[src/rtl/usb_bulk_mux_axis.sv]
// Multiplexes CHANNELS byte streams onto one USB bulk IN stream (header + segmentation)
// and routes header-tagged bulk OUT packets to per-channel sinks.
module usb_bulk_mux_axis #(
    parameter int CHANNELS = 4,
    parameter int MAX_SEG  = 512
) (
    input  logic                  clock,
    input  logic                  reset,
    input  logic [CHANNELS-1:0]   s_axis_tvalid_i,
    output logic [CHANNELS-1:0]   s_axis_tready_o,
    input  logic [CHANNELS-1:0]   s_axis_tlast_i,
    input  logic [8*CHANNELS-1:0] s_axis_tdata_i,
    output logic                  usb_tvalid_o,
    input  logic                  usb_tready_i,
    output logic                  usb_tlast_o,
    output logic [7:0]            usb_tdata_o,
    input  logic                  usb_tvalid_i,
    output logic                  usb_tready_o,
    input  logic                  usb_tlast_i,
    input  logic [7:0]            usb_tdata_i,
    output logic [CHANNELS-1:0]   m_axis_tvalid_o,
    input  logic [CHANNELS-1:0]   m_axis_tready_i,
    output logic [CHANNELS-1:0]   m_axis_tlast_o,
    output logic [7:0]            m_axis_tdata_o
);
    localparam int CW   = $clog2(CHANNELS);
    localparam int CNTW = $clog2(MAX_SEG);
    localparam logic [CNTW-1:0] CNT_LAST = CNTW'(MAX_SEG - 1);

    typedef enum logic [1:0] {IN_IDLE, IN_HEAD, IN_DATA} in_state_t;
    typedef enum logic [1:0] {OUT_HDR, OUT_PASS, OUT_DROP} out_state_t;

    in_state_t           in_state_reg;
    logic [CW-1:0]       rr_reg;
    logic [CW-1:0]       sel_reg;
    logic [CNTW-1:0]     cnt_reg;
    logic [CHANNELS-1:0] cont_reg;
    logic [7:0]          hdr_reg;

    logic [7:0]          src_data [CHANNELS];
    logic                src_valid;
    logic                src_last;
    logic                seg_full;
    logic                in_xfer;
    logic                pick_found;
    logic [CW-1:0]       pick_idx;

    generate
        for (genvar gi = 0; gi < CHANNELS; gi++) begin : g_src
            assign src_data[gi]        = s_axis_tdata_i[8*gi +: 8];
            assign s_axis_tready_o[gi] = (in_state_reg == IN_DATA) && (sel_reg == CW'(gi)) && usb_tready_i;
        end
    endgenerate

    assign src_valid = s_axis_tvalid_i[sel_reg];
    assign src_last  = s_axis_tlast_i[sel_reg];
    assign seg_full  = (cnt_reg == CNT_LAST);
    assign in_xfer   = (in_state_reg == IN_DATA) && src_valid && usb_tready_i;

    // Round-robin search starts one past the channel that last finished a segment.
    always_comb begin : p_arb
        int          idx;
        logic [CW-1:0] idx_c;
        pick_found = 1'b0;
        pick_idx   = '0;
        idx        = 0;
        idx_c      = '0;
        for (int i = 1; i <= CHANNELS; i++) begin
            idx   = (int'(rr_reg) + i) % CHANNELS;
            idx_c = CW'(idx);
            if (!pick_found && s_axis_tvalid_i[idx_c]) begin
                pick_found = 1'b1;
                pick_idx   = idx_c;
            end
        end
    end

    always_ff @(posedge clock) begin
        if (reset) begin
            in_state_reg <= IN_IDLE;
            rr_reg       <= CW'(CHANNELS - 1);
            sel_reg      <= '0;
            cnt_reg      <= '0;
            cont_reg     <= '0;
            hdr_reg      <= '0;
        end else begin
            case (in_state_reg)
                IN_IDLE: begin
                    if (pick_found) begin
                        sel_reg      <= pick_idx;
                        hdr_reg      <= {cont_reg[pick_idx], 7'(pick_idx)};
                        in_state_reg <= IN_HEAD;
                    end
                end
                IN_HEAD: begin
                    if (usb_tready_i) begin
                        cnt_reg      <= '0;
                        in_state_reg <= IN_DATA;
                    end
                end
                IN_DATA: begin
                    if (in_xfer) begin
                        cnt_reg <= cnt_reg + 1'b1;
                        // Source tlast wins over the cap so a frame ending exactly on the cap is not continued.
                        if (src_last) begin
                            cont_reg[sel_reg] <= 1'b0;
                            rr_reg            <= sel_reg;
                            in_state_reg      <= IN_IDLE;
                        end else if (seg_full) begin
                            cont_reg[sel_reg] <= 1'b1;
                            rr_reg            <= sel_reg;
                            in_state_reg      <= IN_IDLE;
                        end
                    end
                end
                default: in_state_reg <= IN_IDLE;
            endcase
        end
    end

    always_comb begin
        usb_tvalid_o = 1'b0;
        usb_tlast_o  = 1'b0;
        usb_tdata_o  = '0;
        case (in_state_reg)
            IN_HEAD: begin
                usb_tvalid_o = 1'b1;
                usb_tdata_o  = hdr_reg;
            end
            IN_DATA: begin
                usb_tvalid_o = src_valid;
                usb_tdata_o  = src_data[sel_reg];
                usb_tlast_o  = src_valid && (src_last || seg_full);
            end
            default: ;
        endcase
    end

    out_state_t          out_state_reg;
    logic [2:0]          ch_reg;
    logic                fin_reg;
    logic                run_reg;
    logic [CHANNELS-1:0] route;
    logic                sink_ready;
    logic                out_xfer;

    generate
        for (genvar gi = 0; gi < CHANNELS; gi++) begin : g_sink
            assign route[gi]           = (out_state_reg == OUT_PASS) && (ch_reg == 3'(gi));
            assign m_axis_tvalid_o[gi] = route[gi] && usb_tvalid_i;
            assign m_axis_tlast_o[gi]  = route[gi] && usb_tvalid_i && usb_tlast_i && fin_reg;
        end
    endgenerate

    assign sink_ready     = |(route & m_axis_tready_i);
    assign m_axis_tdata_o = (out_state_reg == OUT_PASS) ? usb_tdata_i : 8'h00;
    assign out_xfer       = usb_tvalid_i && usb_tready_o;

    // run_reg keeps the header-stage ready low while (and just after) reset is applied.
    always_comb begin
        case (out_state_reg)
            OUT_HDR:  usb_tready_o = run_reg;
            OUT_PASS: usb_tready_o = sink_ready;
            OUT_DROP: usb_tready_o = 1'b1;
            default:  usb_tready_o = 1'b0;
        endcase
    end

    always_ff @(posedge clock) begin
        if (reset) begin
            out_state_reg <= OUT_HDR;
            ch_reg        <= '0;
            fin_reg       <= 1'b0;
            run_reg       <= 1'b0;
        end else begin
            run_reg <= 1'b1;
            case (out_state_reg)
                OUT_HDR: begin
                    if (out_xfer) begin
                        ch_reg  <= usb_tdata_i[2:0];
                        fin_reg <= usb_tdata_i[7];
                        if (!usb_tlast_i)
                            out_state_reg <= (int'(usb_tdata_i[2:0]) < CHANNELS) ? OUT_PASS : OUT_DROP;
                    end
                end
                OUT_PASS, OUT_DROP: begin
                    if (out_xfer && usb_tlast_i)
                        out_state_reg <= OUT_HDR;
                end
                default: out_state_reg <= OUT_HDR;
            endcase
        end
    end
endmodule

[config.mk]
export PLATFORM = sky130hd
export DESIGN_NAME = usb_bulk_mux_axis
export DESIGN_NICKNAME = d
export VERILOG_FILES = /design/src/rtl/usb_bulk_mux_axis.sv
export SDC_FILE = /design/constraint.sdc
export NUM_CORES = 1
export LEC_CHECK = 0
export BUFFER_PORTS_ARGS = -buffer_cell sky130_fd_sc_hd__buf_2
export CELL_PAD_IN_SITES_DETAIL_PLACEMENT = 1
export CELL_PAD_IN_SITES_GLOBAL_PLACEMENT = 1
export CORE_UTILIZATION = 28
export DETAILED_ROUTE_END_ITERATION = 10
export PLACE_DENSITY = 0.81
export SLEW_MARGIN = 25
export SYNTH_ARGS = -nofsm -noshare
export SYNTH_HDL_FRONTEND = slang
export SYNTH_SLANG_ARGS = --single-unit
[constraint.sdc]
create_clock -name clock -period 2.05 [get_ports clock]
set_clock_uncertainty 0.15 [all_clocks]
set_input_delay 0.41 -clock clock [delete_from_list [all_inputs] [get_ports clock]]
set_output_delay 0.41 -clock clock [all_outputs]
set_load 0.01 [all_outputs]
==> flow_summary.ini, run 1 <==
[power_and_ir_drop]
portion_of_total_power_attributed_to_sequential_cells = 0.301
power.switching_uw = 749
overall_power_after_layout_mw = 2.00
p_sw_frac = 0.374
leakagePower_nw = 1.36
internal_power_mw = 1.25
ir_drop_uv = 400
power.combinational.fraction = 0.537
p_per_area_nw_per_um2 = 643
p_clk_frac = 0.162

[yosys]
synthesis.instances = 223
synth.distinct_cells = 49
number_of_enable_flip_flop_cells_after_synthesis = 0
synth_sequential_area_ratio = 0.279
async_set_or_reset_register_ratio_after_synthesis = 0
postSynthNetCount = 289
yosys_warnings = 0
postSynth.topFlopCell = sky130_fd_sc_hd__dfxtp_1
ys_ff_latch = 27
synth_area_um2 = 1940
avgSynthCellArea_um2 = 8.70

[worst_setup_path]
critical-path-max-stage-delay_ps = 350
path_delay_family = simple AND/OR/NAND/NOR gates
cp-end-kind = primary output
path_cells = ha_4 > nand3_2 > nor2_2 > ha_2 > or2_4 > o22a_1 > and3_4 > buf_6
cp_data_required_time_ps = 1490
timing.critical_path.buf_inv = 1
worst_setup_path_start_kind = flip-flop
crit_slowest_cell = sky130_fd_sc_hd__dfxtp_2
critical_path.max_fanout = 2
worst-endpoint-arrival_ps = 1750
crit_type = flip-flop to primary output

[sta]
timing.final.setup_violations = 18
slew_violations = 0
worst_max_slew_pin_slew_ps = 379
post-route-min-period_ps = 2310
final-hold-violation-count = 0
period_share = 1.13
worst_slack_ps = -265
slew-limit-headroom = 0.746
rsz0062_at_grt = yes
max_clock_freq_ghz = 0.432
finalHoldWorstSlack_ps = 212

[route]
route.antenna.remaining_nets = 0
route.detailed.drc = 0
wl_per_cell_um = 16.4
drt_first_iter_violations = 88
route.vias.total = 2151
drt-total-wl_um = 6930
route.detailed.vias_per_inst = 5.11
number_of_iterations_in_the_first_detailed_routing_pass = 4

[floorplanning]
die_height_um = 85.3
fp.dieArea_um2 = 7270
io_pins = 88
chipWidth_um = 85.3
floorplan.core_area_um2 = 6530
rows = 29
initial_utilization = 0.297

[final_layout]
filler_instances = 797
mostFrequentLayoutCell = sky130_fd_sc_hd__buf_2
fraction_of_layout_cells_with_a_size_suffix_above_1 = 0.544
layout_common_cells = 82 x sky130_fd_sc_hd__buf_2, 30 x sky130_fd_sc_hd__buf_4, 25 x sky130_fd_sc_hd__nor2_1, 20 x sky130_fd_sc_hd__dfxtp_1, 13 x sky130_fd_sc_hd__mux2i_1
post_layout_nets = 411
antenna_cells_inserted = 0
design_area_um2 = 3110
layout-area-overhead-vs-synth_pct = 60.2

[clocking]
cts_htree_levels = 1
clock_tree.root_cell = sky130_fd_sc_hd__clkbuf_8
tritoncts_clock_tree = yes
worst_path_clk_slew_ps = 110
clk_latency_ps = 290
clock_path_buffers = 2
tritoncts.num_buffers = 3
cts_hold_buffers = 0
clock-sinks = 27

[status]
run_status = complete, but fails checks
violated_checks = setup timing

[placement]
hpwl_um = 4690
global_placement_routability_congestion = 0.718
placed_area_um2 = 2630
count_of_input_and_output_buffers = 87

[global_route]
maximum_number_of_pins_on_one_net_before_global_route_repair = 16
grt_antenna_before_repair = 0
gr-usage-all-layers = 0.192
vias_in_the_first_global_route = 2332
global_route_wire_length_before_repair_um = 11000
grt_overflow_total = 0

[flow_run]
max_cap_violations = 0

[hold_path]
worstHoldPathType = primary input to flip-flop
[synthesized netlist by cell type, types with 4 or more instances]
master | n | share of area
sky130_fd_sc_hd__dfxtp_1 | 27 | 0.28
sky130_fd_sc_hd__nor2_1 | 26 | 0.050
sky130_fd_sc_hd__nand2_1 | 15 | 0.029
sky130_fd_sc_hd__mux2i_1 | 13 | 0.067
sky130_fd_sc_hd__a21oi_1 | 10 | 0.026
sky130_fd_sc_hd__inv_1 | 10 | 0.019
sky130_fd_sc_hd__and2_1 | 9 | 0.029
sky130_fd_sc_hd__ha_1 | 9 | 0.058
sky130_fd_sc_hd__mux4_2 | 9 | 0.10
sky130_fd_sc_hd__nand3_1 | 9 | 0.023
sky130_fd_sc_hd__nor3_1 | 9 | 0.023
sky130_fd_sc_hd__nand2b_1 | 7 | 0.023
sky130_fd_sc_hd__and3_1 | 6 | 0.019
sky130_fd_sc_hd__a22oi_1 | 5 | 0.019
sky130_fd_sc_hd__clkbuf_1 | 5 | 0.0097
sky130_fd_sc_hd__nor2b_1 | 4 | 0.013
sky130_fd_sc_hd__o21ai_0 | 4 | 0.010
sky130_fd_sc_hd__xnor2_1 | 4 | 0.018
[stage by stage]
step	setup TNS, ps	instances	setup WS, ps	utilization
6_report	-2300	421	-265	0.476
5_1_grt	-3600	421	-323	0.476
4_1_cts	-2040	416	-264	0.460
3_5_place_dp	-270	401	-126	0.403
3_3_place_gp	-70.8	401	-70.8	0.403
2_1_floorplan	0	223	0.359	-
[timing repair]
item	in CTS	in global routing
setup buffers	9	7
cloned	2	0
resized for setup	47	19
pin swaps	22	10
endpoints found under the hold margin	0	0
setup endpoints to repair	22	39
[per-layer routing]
| layer | track usage | part of all wire | vias to the layer above |
|---|---|---|---|
| met1 | 0.208 | 0.40 | 1026 |
| met4 | 0.0591 | 0.014 | 0 |
| li1 | - | - | 1044 |
| met5 | 0 | 0 | - |
| met3 | 0.0282 | 0.040 | 9 |
| met2 | 0.379 | 0.54 | 72 |
[kinds of logic after synthesis]
| logic type | after synthesis | share of synthesized area |
|---|---|---|
| multiplexers | 25 | 0.199 |
| AO/OA/AOI/OAI | 38 | 0.137 |
| flip-flops | 27 | 0.279 |
| buffers and inverters | 20 | 0.0458 |
| AND/OR/NAND/NOR | 100 | 0.264 |
| adder cells (fa/ha/maj) | 9 | 0.0580 |
| XOR/XNOR | 4 | 0.0181 |
[cell type report]
class                   count  area [µm²]  area share
well taps                  77        96.3      0.0310
clock inverters             1        5.00     0.00161
flip-flops and latches     27         554       0.178
multi-input cells         176        1520       0.488
clock buffers               3        41.3      0.0133
repair buffers            127         856       0.275
inverters                  10        37.5      0.0121
[worst paths after layout]
kind	start	endpoint	slack [ps]	cells past startpoint
max	cnt_reg[1]$_SDFFE_PP0P_	usb_tlast_o	-260	8
min	usb_tdata_i[2]	out_state_reg[0]$_SDFFE_PP0P_	210	2
max reg2reg	cnt_reg[6]$_SDFFE_PP0P_	flip-flop	-150	11
min reg2reg	flip-flop	flip-flop	340	2
[power groups by stage]
stage                     registers (mW)  logic, mW  clock network, mW
after detailed placement           0.602      0.793                  0
after floorplan                    0.595      0.519                  0
after CTS                          0.603      0.999              0.317
after global placement             0.599      0.766                  0
after global routing               0.609       1.16              0.346
final                              0.602       1.07              0.325
[worst reg2reg max path, stage by stage, from the launching register on]
cell	delay, ps
sky130_fd_sc_hd__dfxtp_1	370
sky130_fd_sc_hd__nand4_1	160
sky130_fd_sc_hd__nor2_2	170
sky130_fd_sc_hd__ha_2	200
sky130_fd_sc_hd__nand2b_4	120
sky130_fd_sc_hd__o22a_1	170
sky130_fd_sc_hd__buf_4	120
sky130_fd_sc_hd__buf_6	100
sky130_fd_sc_hd__buf_8	120
sky130_fd_sc_hd__nand2_8	70
sky130_fd_sc_hd__o311ai_4	240
sky130_fd_sc_hd__o41ai_2	120
(Power assumes the default switching activity.)
==> inputs of run 2 (changes only) <==
--- a/config.mk
+++ b/config.mk
@@ -8,8 +8,10 @@
 export BUFFER_PORTS_ARGS = -buffer_cell sky130_fd_sc_hd__buf_2
 export CELL_PAD_IN_SITES_DETAIL_PLACEMENT = 1
 export CELL_PAD_IN_SITES_GLOBAL_PLACEMENT = 1
+export CORE_ASPECT_RATIO = 1.75
 export CORE_UTILIZATION = 28
 export DETAILED_ROUTE_END_ITERATION = 10
+export GPL_TIMING_DRIVEN = 0
 export PLACE_DENSITY = 0.81
 export SLEW_MARGIN = 25
 export SYNTH_ARGS = -nofsm -noshare
==> run 2 against run 1 <==
Compared with the run above:
- the run still ends with setup timing left
- cell area shrank 1.8%
- via count up 1.2%
- flip-flop and latch count unchanged
- utilization down 1.3 points
- critical path depth stayed put
- non-clock buffer count is 7 lower
- die area is 0.18% higher
- worst hold slack better by 28 ps
- power rose by 6.4%
- worst setup slack worse by 34 ps
- cell count fell by 0.48%
- largest power group unchanged
==> flow_summary.ini, run 2 (synthesized netlist as in run 1, its figures left out) <==
[clocking]
clock_tree.root_cell = sky130_fd_sc_hd__clkbuf_16
cts_hold_buffers = 0
clk_latency_ps = 270
worst_path_clk_slew_ps = 70
tritoncts_clock_tree = yes
clock_path_buffers = 2
cts_htree_levels = 1
clock-sinks = 27
tritoncts.num_buffers = 3

[global_route]
grt_antenna_before_repair = 0
vias_in_the_first_global_route = 2238
global_route_wire_length_before_repair_um = 10500
maximum_number_of_pins_on_one_net_before_global_route_repair = 16
grt_overflow_total = 0
gr-usage-all-layers = 0.185

[route]
drt-total-wl_um = 7090
met3_routed_wl_um = 196
route.antenna.remaining_nets = 0
drt_first_iter_violations = 48
number_of_iterations_in_the_first_detailed_routing_pass = 4
route.vias.total = 2176
wl_met1_um = 2620
route.detailed.vias_per_inst = 5.19
top_layer = met4
route.detailed.drc = 0
wl_per_cell_um = 16.9
met2_length_um = 4150

[floorplanning]
initial_utilization = 0.295
rows = 39
chipWidth_um = 64.9
io_pins = 88
die_height_um = 112
fp.dieArea_um2 = 7280
floorplan.core_area_um2 = 6590

[worst_setup_path]
cp_data_required_time_ps = 1490
worst_setup_path_start_kind = flip-flop
crit_type = flip-flop to primary output
critical_path.max_fanout = 2
worst-endpoint-arrival_ps = 1790
reg2reg_setup_slack_ps = -110
cp-end-kind = primary output

[sta]
timing.final.setup_violations = 16
post-route-min-period_ps = 2350
worst_slack_ps = -298
max_clock_freq_ghz = 0.426
slew-limit-headroom = 0.438
period_share = 1.15
slew_violations = 0
rsz0062_at_grt = yes
final-hold-violation-count = 0
worst_max_slew_pin_slew_ps = 835
finalHoldWorstSlack_ps = 240

[power_and_ir_drop]
p_per_area_nw_per_um2 = 697
ir_drop_uv = 385
leakagePower_nw = 1.31

[final_layout]
antenna_cells_inserted = 0
layout_common_cells = 82 x sky130_fd_sc_hd__buf_2, 23 x sky130_fd_sc_hd__nor2_1, 21 x sky130_fd_sc_hd__buf_4, 18 x sky130_fd_sc_hd__dfxtp_1, 15 x sky130_fd_sc_hd__nand2_1
fraction_of_layout_cells_with_a_size_suffix_above_1 = 0.537
mostFrequentLayoutCell = sky130_fd_sc_hd__buf_2
layout-area-overhead-vs-synth_pct = 57.3
core_occupancy_in_the_finished_layout = 0.463
filler_instances = 791
post_layout_nets = 404
post_layout_nonfiller_instances = 419

[placement]
placed_instance_count = 392
global_placement_routability_congestion = 0.808
hpwl_um = 4760
count_of_input_and_output_buffers = 87
place_worst_setup_slack_ps = -232

[hold_path]
worstHoldPathType = primary input to flip-flop

[status]
violated_checks = setup timing
run_status = complete, but fails checks

[flow_run]
max_cap_violations = 0
[run 2: layer usage]
metal | vias up | GRT usage
met5 | - | 0
met4 | 0 | 0.0622
met3 | 9 | 0.0152
met2 | 56 | 0.375
met1 | 1078 | 0.187
li1 | 1033 | -
[run 2: area by class of cell]
type	instances	area [µm²]	area share
tap	82	103	0.0336
clock buffer	3	75.1	0.0246
multi-input combinational	176	1530	0.501
sequential	27	562	0.184
inverter	10	37.5	0.0123
buffer	10	88.8	0.0291
clock inverter	1	5.00	0.00164
timing repair buffer	110	651	0.213
[run 2: worst paths after layout]
check | to | cells after the start | start
worst max-delay path | usb_tlast_o | 8 | cnt_reg[0]$_SDFFE_PP0P_
worst min-delay path | fin_reg$_SDFFE_PP0P_ | 3 | usb_tdata_i[7]
worst max register to register | in_state_reg[0]$_SDFFE_PP0P_ | 11 | cnt_reg[0]$_SDFFE_PP0P_
worst min register to register | flip-flop | 2 | flip-flop
[run 2: metrics by stage]
stage	area [µm²]	TNS (ps)	power [mW]
finish	3050	-1490	2.13
floorplan	1950	0	1.11
detailed placement	2490	-1990	1.35
CTS	2810	-1190	1.96
global placement	2490	-1450	1.32
global route	3050	-2780	2.23
[run 2: critical path, cell delays in order (launching register included)]
cell and delay, ps:
sky130_fd_sc_hd__dfxtp_4 350, sky130_fd_sc_hd__ha_4 170, sky130_fd_sc_hd__nand3_4 80, sky130_fd_sc_hd__nor2_4 50
sky130_fd_sc_hd__ha_4 160, sky130_fd_sc_hd__or2_4 220, sky130_fd_sc_hd__o22a_4 190, sky130_fd_sc_hd__and3_4 170
sky130_fd_sc_hd__buf_6 120
[run 2: power breakdown]
part	switching, mW	internal, mW	total (mW)
sequential	0.0442	0.564	0.608
combinational	0.536	0.521	1.06
clock	0.198	0.264	0.462
[run 2: what timing repair did]
| action | 4_1_cts | 5_1_grt |
|---|---|---|
| setup endpoints to repair | 29 | 36 |
| cloned | 2 | 0 |
| setup buffers | 11 | 10 |
| endpoints found under the hold margin | 0 | 0 |
| resized for setup | 48 | 38 |
| pin swaps | 13 | 10 |
==> inputs of run 3 (changes only) <==
--- a/config.mk
+++ b/config.mk
@@ -12,8 +12,8 @@
 export CORE_UTILIZATION = 28
 export DETAILED_ROUTE_END_ITERATION = 10
 export GPL_TIMING_DRIVEN = 0
-export PLACE_DENSITY = 0.81
-export SLEW_MARGIN = 25
+export PLACE_DENSITY_LB_ADDON = 0.2
+export RECOVER_POWER = 100
 export SYNTH_ARGS = -nofsm -noshare
 export SYNTH_HDL_FRONTEND = slang
 export SYNTH_SLANG_ARGS = --single-unit
==> run 3 against run 2 <==
Compared with the run above:
- cell area is 1.6% lower
- utilization is 0.74 points lower
- sequential share of layout area is 0.13 points higher
- the run still ends with setup timing left
- critical endpoint unchanged
- clock power is 2% lower
- non-clock buffer count stayed put
- worst setup slack better by 14 ps
- cell count stayed put
- sequential power is 0.7% lower
- flip-flop and latch count stayed put
- maximum frequency is 0.59% higher
- clock-buffer cell count is 1 higher
- first-iteration DRC count is 23% lower
- largest power group unchanged
==> flow_summary.ini, run 3 (synthesized netlist as in run 1, its figures left out) <==
[floorplanning]
fp.dieArea_um2 = 7280
rows = 39
die_height_um = 112
floorplan.core_area_um2 = 6590
chipWidth_um = 64.9
initial_utilization = 0.295
io_pins = 88

[power_and_ir_drop]
ir_drop_uv = 318
p_per_area_nw_per_um2 = 688
overall_power_after_layout_mw = 2.07
leakagePower_nw = 1.29

[clocking]
cts_htree_levels = 1
tritoncts.num_buffers = 3
clock_tree.root_cell = sky130_fd_sc_hd__clkbuf_16
clk_latency_ps = 260
clock_path_buffers = 2
clock-sinks = 27
worst_path_clk_slew_ps = 70
tritoncts_clock_tree = yes

[final_layout]
design_area_um2 = 3000
mostFrequentLayoutCell = sky130_fd_sc_hd__buf_2
post_layout_nonfiller_instances = 419
layout-area-overhead-vs-synth_pct = 54.7
core_occupancy_in_the_finished_layout = 0.456
layout_common_cells = 76 x sky130_fd_sc_hd__buf_2, 23 x sky130_fd_sc_hd__nor2_1, 22 x sky130_fd_sc_hd__buf_4, 20 x sky130_fd_sc_hd__dfxtp_1, 14 x sky130_fd_sc_hd__nand2_1
post_layout_nets = 404
filler_instances = 801
fraction_of_layout_cells_with_a_size_suffix_above_1 = 0.513
antenna_cells_inserted = 0

[sta]
period_share = 1.14
slew-limit-headroom = 0.390
timing.final.setup_violations = 19
max_clock_freq_ghz = 0.428
final.setup.tns_ps = -2150
slew_violations = 0
worst_slack_ps = -285
final-hold-violation-count = 0
worst_max_slew_pin_slew_ps = 906
post-route-min-period_ps = 2330
finalHoldWorstSlack_ps = 241
rsz0062_at_grt = yes

[worst_setup_path]
worstReg2RegEnd = in_state_reg[0]$_SDFFE_PP0P_
crit_type = flip-flop to primary output
critical_path.max_fanout = 2
worst-endpoint-arrival_ps = 1770
worstRegToRegCells = 11
reg2reg_from = cnt_reg[0]$_SDFFE_PP0P_
worstSetupEndpoint = usb_tlast_o
cp_data_required_time_ps = 1490
cp-end-kind = primary output
worst_setup_path_start_kind = flip-flop
reg2reg_setup_slack_ps = -180
crit_start = cnt_reg[0]$_SDFFE_PP0P_

[route]
route.detailed.drc = 0
route.vias.total = 2131
number_of_iterations_in_the_first_detailed_routing_pass = 4
drt-total-wl_um = 6470
route.detailed.vias_per_inst = 5.09
route.antenna.remaining_nets = 0
drt_first_iter_violations = 37
wl_per_cell_um = 15.4

[status]
violated_checks = setup timing
run_status = complete, but fails checks

[hold_path]
hold_depth = 3
worstHoldPathType = primary input to flip-flop

[placement]
placed_instance_count = 392
place_worst_setup_slack_ps = -265
global_placement_routability_congestion = 0.733
count_of_input_and_output_buffers = 87
hpwl_um = 4830
placed_area_um2 = 2490

[global_route]
grt_overflow_total = 0
vias_in_the_first_global_route = 2190
grt_antenna_before_repair = 0
maximum_number_of_pins_on_one_net_before_global_route_repair = 15
global_route_wire_length_before_repair_um = 9870
gr-usage-all-layers = 0.177

[flow_run]
max_cap_violations = 0
## run 3: final cells by class
cell class	instances	area, µm²	area share
Multi-Input combinational cell	176	1490	0.496
Timing Repair Buffer	110	652	0.217
Sequential cell	27	557	0.185
Tap cell	82	103	0.0342
Buffer	10	86.3	0.0288
Clock buffer	4	78.8	0.0262
Inverter	10	37.5	0.0125
## run 3: power by group
part	leakage [nW]	internal [mW]	switching (mW)
Combinational	1.03	0.502	0.505
Sequential	0.223	0.563	0.0406
Clock	0.0382	0.267	0.188
## run 3: worst min path at each step
stage,startpoint,endpoint,slack [ps]
2_1_floorplan,flip-flop,flip-flop,280
3_3_place_gp,flip-flop,flip-flop,300
3_5_place_dp,flip-flop,flip-flop,310
4_1_cts,usb_tdata_i[1],ch_reg[1]$_SDFFE_PP0P_,240
5_1_grt,usb_tdata_i[2],out_state_reg[0]$_SDFFE_PP0P_,260
6_report,usb_tdata_i[1],ch_reg[1]$_SDFFE_PP0P_,240
## run 3: critical path: stages, from the launching register on
cell and delay, ps:
sky130_fd_sc_hd__dfxtp_4 350, sky130_fd_sc_hd__ha_4 160, sky130_fd_sc_hd__nand3_2 70, sky130_fd_sc_hd__nor2_2 40
sky130_fd_sc_hd__ha_2 190, sky130_fd_sc_hd__or2_4 230, sky130_fd_sc_hd__o22a_4 190, sky130_fd_sc_hd__and3_4 160
sky130_fd_sc_hd__buf_6 110
## run 3: what timing repair did
action / 4_1_cts / 5_1_grt
hold buffers: 0 / 0
resized for setup: 52 / 28
buffers inserted: 12 / 10
cloned: 1 / 0
endpoints found under the setup margin: 39 / 36
pin swaps: 15 / 11
## run 3: metal layers
metal | global-route usage | part of all wire | vias up
met3 | 0.0254 | 0.048 | 9
met2 | 0.352 | 0.58 | 80
met1 | 0.170 | 0.35 | 1011
li1 | - | - | 1031
met4 | 0.0726 | 0.020 | 0
met5 | 0 | 0 | -
